## src/rtl/reg_bank_pkg.sv

```systemverilog
// reg_bank_pkg: write-port operation encoding shared by the register bank and its bench
package reg_bank_pkg;
    typedef logic [1:0] op_t;
    localparam op_t OP_LOAD = 2'd0;
    localparam op_t OP_INC  = 2'd1;
    localparam op_t OP_SHL  = 2'd2;
    localparam op_t OP_ZERO = 2'd3;
endpackage

```

## src/rtl/reg_bank_nextval.sv

```systemverilog
// reg_bank_nextval: combinational post-op value and wrap flag for one write-port operation
module reg_bank_nextval
    import reg_bank_pkg::*;
#(
    parameter int n = 8
) (
    input  logic [n-1:0] cur,
    input  logic [n-1:0] in,
    input  op_t          op,
    output logic [n-1:0] next,
    output logic         wrapFlag
);
    always_comb begin
        next = op == OP_LOAD ? in :
               op == OP_INC  ? cur + n'(1) :
               op == OP_SHL  ? {cur[n-2:0], in[0]} : '0;
        wrapFlag = op == OP_INC && &cur;
    end
endmodule

```

## src/rtl/reg_bank.sv

```systemverilog
// reg_bank: DEPTH x n register bank, one op-based write port, two registered read ports; REG_BANK_BYPASS_EN forwards same-cycle writes to reads
module reg_bank
    import reg_bank_pkg::*;
#(
    parameter int n     = 8,
    parameter int DEPTH = 4,
    parameter int AW    = $clog2(DEPTH)
) (
    input  logic          clk,
    input  logic          clear,
    input  logic          load,
    input  op_t           op,
    input  logic [AW-1:0] wrAddr,
    input  logic [n-1:0]  in,
    input  logic [AW-1:0] rdAddrA,
    input  logic [AW-1:0] rdAddrB,
    output logic [n-1:0]  regOutA,
    output logic [n-1:0]  regOutB,
    output logic          wrap
);
    logic [n-1:0] regs [DEPTH];
    logic [n-1:0] next;
    logic         wrap_flag;
    logic [n-1:0] rd_a;
    logic [n-1:0] rd_b;

    reg_bank_nextval #(.n(n)) u_nextval (
        .cur     (regs[wrAddr]),
        .in      (in),
        .op      (op),
        .next    (next),
        .wrapFlag(wrap_flag)
    );

`ifdef REG_BANK_BYPASS_EN
    // a read hitting the register being written sees the post-op value
    assign rd_a = load && rdAddrA == wrAddr ? next : regs[rdAddrA];
    assign rd_b = load && rdAddrB == wrAddr ? next : regs[rdAddrB];
`else
    assign rd_a = regs[rdAddrA];
    assign rd_b = regs[rdAddrB];
`endif

    always_ff @(posedge clk) begin
        if (clear) begin
            regs    <= '{default: '0};
            regOutA <= '0;
            regOutB <= '0;
            wrap    <= 1'b0;
        end else begin
            if (load) regs[wrAddr] <= next;
            regOutA <= rd_a;
            regOutB <= rd_b;
            wrap    <= load && wrap_flag;
        end
    end
endmodule

```

## config.mk

```make
export PLATFORM = sky130hd
export DESIGN_NAME = reg_bank
export DESIGN_NICKNAME = d
export VERILOG_FILES = /design/src/rtl/reg_bank_pkg.sv /design/src/rtl/reg_bank_nextval.sv /design/src/rtl/reg_bank.sv
export SDC_FILE = /design/constraint.sdc
export NUM_CORES = 1
export LEC_CHECK = 0
export CAP_MARGIN = 25
export CORE_MARGIN = 2
export CORE_UTILIZATION = 50
export CTS_BUF_LIST = sky130_fd_sc_hd__clkbuf_4 sky130_fd_sc_hd__clkbuf_8
export DETAILED_ROUTE_END_ITERATION = 8
export GPL_ROUTABILITY_DRIVEN = 0
export PLACE_DENSITY_LB_ADDON = 0.2
export SLEW_MARGIN = 10
export SYNTH_ARGS = -nofsm -noshare
export SYNTH_HDL_FRONTEND = slang
export SYNTH_SLANG_ARGS = --single-unit
```

## constraint.sdc

```tcl
create_clock -name clk -period 4.6 [get_ports clk]
set_clock_uncertainty 0.05 [all_clocks]
set_input_delay 1.38 -clock clk [delete_from_list [all_inputs] [get_ports clk]]
set_output_delay 1.38 -clock clk [all_outputs]
set_load 0.1 [all_outputs]
```

==> out/qor.txt, run 1 <==
GRT Overall Usage - 0.218
Seq/Total Area, Yosys - 0.387
Crit. End Element - register
crit-path cells - clkdlybuf4s50_1, mux4_2, ha_1, nand4_1, and4bb_1, nor3_4, a211oi_2
Max Slew Vio Count - 0
Synth area leader - dfxtp_1
die area - 5660 µm²
Util after Layout - 0.623
setup bufs post-CTS - 0
pin count of the biggest net entering global routing - 54
Post-DRT Antenna Nets - 0
Core ar. - 4820 µm²
Crit Path Class - in -> reg
hold slack - 0.477 ns
Pre-Repair DR Iteration Count - 4
first-pass GRT wire length - 8960 µm
Ys Warns - 0
fin crit period - 3.73 ns
crit path DAT - 3.82 ns
DR vias - 1882
synth top area cells - dfxtp_1 39%, mux4_2 20%, nor2_1 5.3%
Synth Net Count - 245
CP peak stage delay - 0.78 ns
Setup TNS - 0 ns
Reg power frac - 0.488
post-synth top area share - 0.387
routed len/inst - 17.4 µm
P_int - 672 µW
Worst Tran Pin Value - 0.982 ns
CTS root buffer - clkbuf_8
final cell count without fillers - 319
row count - 25
post-synthesis cell area - 2540 µm²
placed cell count - 311
grt ovf - 0
Yosys cell types - 43
CTS tree - yes
Commonest cells post-synth - 49 x dfxtp_1, 36 x nor2_1, 23 x mux4_2
Die Span Y - 75.2 µm
clk_lat worst skew - 0.30 ns
Hold Path Class - reg -> reg
placed cell area - 2890 µm²
clock sink count - 49
cell area after layout - 3000 µm²
Switching Share - 0.277
top_reg_cell synth - dfxtp_1
Inserted Clock Buffers - 5
CP Launch Type - primary input
max_cap viols - 0
RSZ-0062 raised after global routing - false
layout net count - 271
initial antenna violation count - 0
die width - 75.2 µm
IR drop worst, VDD - 0.000160 V
Required @ worst endpoint - 4.70 ns
clock group share of total power - 0.332
setup ws final - 0.875 ns
Tcrit/Tclk final - 0.810
most common cell in the synthesized netlist - dfxtp_1
Crit Path Max Fanout - 10
total wire length - 5550 µm
flop and latch count out of synthesis - 49
Reg2Reg Setup Slack - 2.49 ns
# diodes - 0
syn_area_per_cell - 11.3 µm²
Vias/cell - 5.90
EDFF count, synth - 0
final number of setup-violating endpoints - 0
PD cells - 309 nW/µm²
Slew headroom - 0.346
Initial Util - 0.527
CP bufs+invs - 1
Layout area overhead - 18.3%
asr flop ratio synth - 0
I/O Pins - 36
port bufs - 35
Leak - 1.03 nW
number of global-route vias before repair - 1762
critical path's slowest cell - clkdlybuf4s50_1
cts-stage hold buffer count - 0
PostCTS Resize Cnt - 0
final hold violations - 0
Top delay family on crit path - buffers and inverters
Switch Pwr - 257 µW
Clock Path Buffers - 2
Mapped Cells - 225
Detailed Route Iter0 Violations - 234
Worst-path clk slew - 0.09 ns
pre-CTS setup slack - 0.546 ns
# H-tree levels - 2
Pwr Total - 928 µW
layout cell share with drive strength beyond 1 - 0.206
detailed-route DRC error count - 0
status - complete, no violations
Logic pwr share - 0.180
Max Clock Freq - 268 MHz
DP HPWL - 3870 µm
[final cells by class]
class                   instances  area, µm²
clock inverters                 3       46.3
repair buffers                 39        375
multi-input cells             156       1450
well taps                      67       83.8
fillers                       409       1820
clock buffers                   5       68.8
flip-flops and latches         49        981
[power by group through the flow]
| stage | Sequential [mW] | Clock (mW) | Combinational [mW] |
|---|---|---|---|
| 4_1_cts | 0.453 | 0.317 | 0.167 |
| 2_1_floorplan | 0.492 | 0 | 0.0944 |
| 3_3_place_gp | 0.462 | 0 | 0.166 |
| 3_5_place_dp | 0.462 | 0 | 0.167 |
| 5_1_grt | 0.455 | 0.335 | 0.179 |
| 6_report | 0.453 | 0.309 | 0.167 |
[final timing paths]
path | start | end | cells after the start
setup / recovery | wrAddr[1] | regs[22] | 7
setup reg to reg | regs[0] | regs[22] | 6
hold / removal | regs[28] | regs[28] | 2
hold reg to reg | regs[28] | regs[28] | 2
[sequential cells by signal (all words and copies together) (netlist names)]
signal   flops
regs        32
regOutA      8
regOutB      8
wrap         1
[worst min-delay path, delay by kind of cell (launching register included)]
family	cells	cell delay, ns
AO/OA/AOI/OAI	1	0.07
flip-flops	1	0.34
AND/OR/NAND/NOR	1	0.08
[cell families (layout without fill, tap and decap cells)]
kind of cell / Yosys count / after routing / synth area share
xor+xnor: 3 / 3 / 0.0104
flops: 49 / 49 / 0.387
compound gates: 36 / 36 / 0.123
mux: 35 / 35 / 0.258
fa+ha+maj: 1 / 1 / 0.00493
simple gates: 81 / 81 / 0.174
buf+inv: 20 / 47 / 0.0434
[placed cells by master, fill, tap and decap left out, drive strengths merged]
cell / synthesis / layout
clkbuf: 14 / 5
o41ai: 2 / 2
a211oi: 24 / 24
nand3b: 2 / 2
a21oi: 3 / 3
clkdlybuf4s50: 0 / 34
clkinvlp: 0 / 1
nand2b: 3 / 3
bufinv: 0 / 1
xor2: 1 / 1
nand2: 4 / 4
o21ai: 1 / 1
o22ai: 2 / 2
nand4b: 2 / 2
nor3: 4 / 4
clkinv: 0 / 1
xnor2: 2 / 2
ha: 1 / 1
dfxtp: 49 / 49
o2bb2ai: 1 / 1
nand4: 1 / 1
and4bb: 1 / 1
o211a: 1 / 1
nor4: 1 / 1
nor2: 37 / 37
mux2i: 11 / 11
nand3: 4 / 4
mux4: 24 / 24
o311a: 1 / 1
nor2b: 17 / 17
nor3b: 1 / 1
o31ai: 1 / 1
or3b: 2 / 2
and3: 2 / 2
buf: 6 / 5
[per-layer routing]
metal / track usage / vias up / wire [µm]
met5: 0 / - / 0
met4: 0.101 / 0 / 129
met3: 0.0469 / 13 / 422
met2: 0.310 / 79 / 2470
met1: 0.318 / 897 / 2530
li1: - / 893 / -
(Power assumes the default switching activity.)
==> inputs of run 2 (changes only) <==
==> constraint.sdc (replaced) <==
create_clock -name clk -period 3.54 [get_ports clk]
set_clock_uncertainty 0.05 [all_clocks]
set_input_delay 1.062 -clock clk [delete_from_list [all_inputs] [get_ports clk]]
set_output_delay 1.062 -clock clk [all_outputs]
set_load 0.1 [all_outputs]
==> out/qor.txt, run 2 (synthesis results as in run 1) <==
final number of setup-violating endpoints - 0
initial antenna violation count - 0
first-pass GRT wire length - 8740 µm
Max Clock Freq - 318 MHz
Required @ worst endpoint - 3.66 ns
Pre-Repair DR Iteration Count - 4
fill count - 418
CTS tree - yes
grt ovf - 0
Die Span Y - 75.2 µm
Initial Util - 0.527
setup bufs post-CTS - 0
DP HPWL - 3800 µm
I/O Pins - 36
Crit Path Max Fanout - 14
clk_lat worst skew - 0.31 ns
layout net count - 282
Hold Path Class - reg -> reg
Leak - 1.12 nW
crit-path cells - clkdlybuf4s50_1, buf_12, mux4_2, ha_1, nand4_1, and4bb_1, nor3_4, a211oi_2
CP peak stage delay - 0.52 ns
# H-tree levels - 2
die area - 5660 µm²
PD cells - 377 nW/µm²
port bufs - 35
max FFs per register - 32
fin crit period - 3.14 ns
PostCTS Resize Cnt - 0
Worst Tran Pin Value - 0.712 ns
Layout area overhead - 19.7%
final hold violations - 0
Tcrit/Tclk final - 0.887
Largest Register - regs
critical path's slowest cell - mux4_2
number of global-route vias before repair - 1708
CP Launch Type - primary input
biggest regs - regs x32, regOutA x8, regOutB x8
die width - 75.2 µm
CP bufs+invs - 2
sequential standard cell area - 981 µm²
pin count of the biggest net entering global routing - 40
CTS root buffer - clkbuf_8
Worst-path clk slew - 0.09 ns
Crit Path Class - in -> reg
commonest cells after routing, fill and taps aside - 49 x dfxtp_1, 36 x nor2_1, 30 x buf_4, 23 x mux4_2
Top delay family on crit path - buffers and inverters
Inserted Clock Buffers - 5
detailed-route DRC error count - 0
Detailed Route Iter0 Violations - 207
placed cell count - 322
multi-input logic area - 1450 µm²
layout cell share with drive strength beyond 1 - 0.304
Setup TNS - 0 ns
# diodes - 0
cts-stage hold buffer count - 0
final cell count without fillers - 330
total wire length - 5490 µm
crit path DAT - 3.26 ns
DR vias - 1892
row count - 25
IR drop worst, VDD - 0.000221 V
max_cap viols - 0
Slew headroom - 0.525
Core ar. - 4820 µm²
cell area after layout - 3040 µm²
status - complete, no violations
RSZ-0062 raised after global routing - false
Clock Path Buffers - 2
Max Slew Vio Count - 0
routed len/inst - 16.6 µm
clock sink count - 49
Reg2Reg Setup Slack - 1.52 ns
GRT Overall Usage - 0.213
commonest non-fill, non-tap cell in the layout - dfxtp_1
Crit. End Element - register
Post-DRT Antenna Nets - 0
placed cell area - 2950 µm²
Vias/cell - 5.73
hold slack - 0.471 ns
[run 2: cell types whose count changed in the layout (fill, tap and decap cells not counted)]
cell,change
buf_12,+2
buf_4,+26
bufinv_16,-1
clkbuf_4,+1
clkdlybuf4s50_1,-17
clkinv_2,+2
clkinv_4,-1
clkinvlp_4,-1
[run 2: power by group]
group	internal (mW)	switching [mW]
Sequential	0.572	0.0153
Clock	0.145	0.185
Combinational	0.0968	0.131
[run 2: per-stage QoR]
step	util	setup WS, ns	total power [mW]
floorplan	-	0.583	0.762
global placement	0.613	0.0930	0.827
detailed placement	0.613	0.0580	0.828
CTS	0.631	0.394	1.15
global route	0.631	0.298	1.19
finish	0.631	0.399	1.15
[run 2: area by class of cell]
cell class                 instances  area share
multi-input combinational        156       0.476
sequential                        49       0.323
timing repair buffer              50       0.145
tap                               67      0.0276
clock buffer                       6      0.0251
clock inverter                     2     0.00329
[run 2: worst paths after layout]
path              startpoint  cells after the start  endpoint
hold reg to reg     regs[28]                      2  regs[28]
hold / removal      regs[28]                      2  regs[28]
setup reg to reg     regs[1]                      6  regs[22]
setup / recovery   wrAddr[1]                      8  regs[22]
[run 2: tightest hold or removal path: stages (launching register included)]
cell	delay, ns
dfxtp_1	0.34
nand2b_1	0.07
o22ai_1	0.07
[run 2: layer usage]
metal  vias up  global-route usage  routed length (µm)
li1        920                   -                   -
met1       904               0.332                2690
met2        61               0.285                2340
met3         7              0.0375                 391
met4         0              0.0994                  76
met5         -                   0                   0
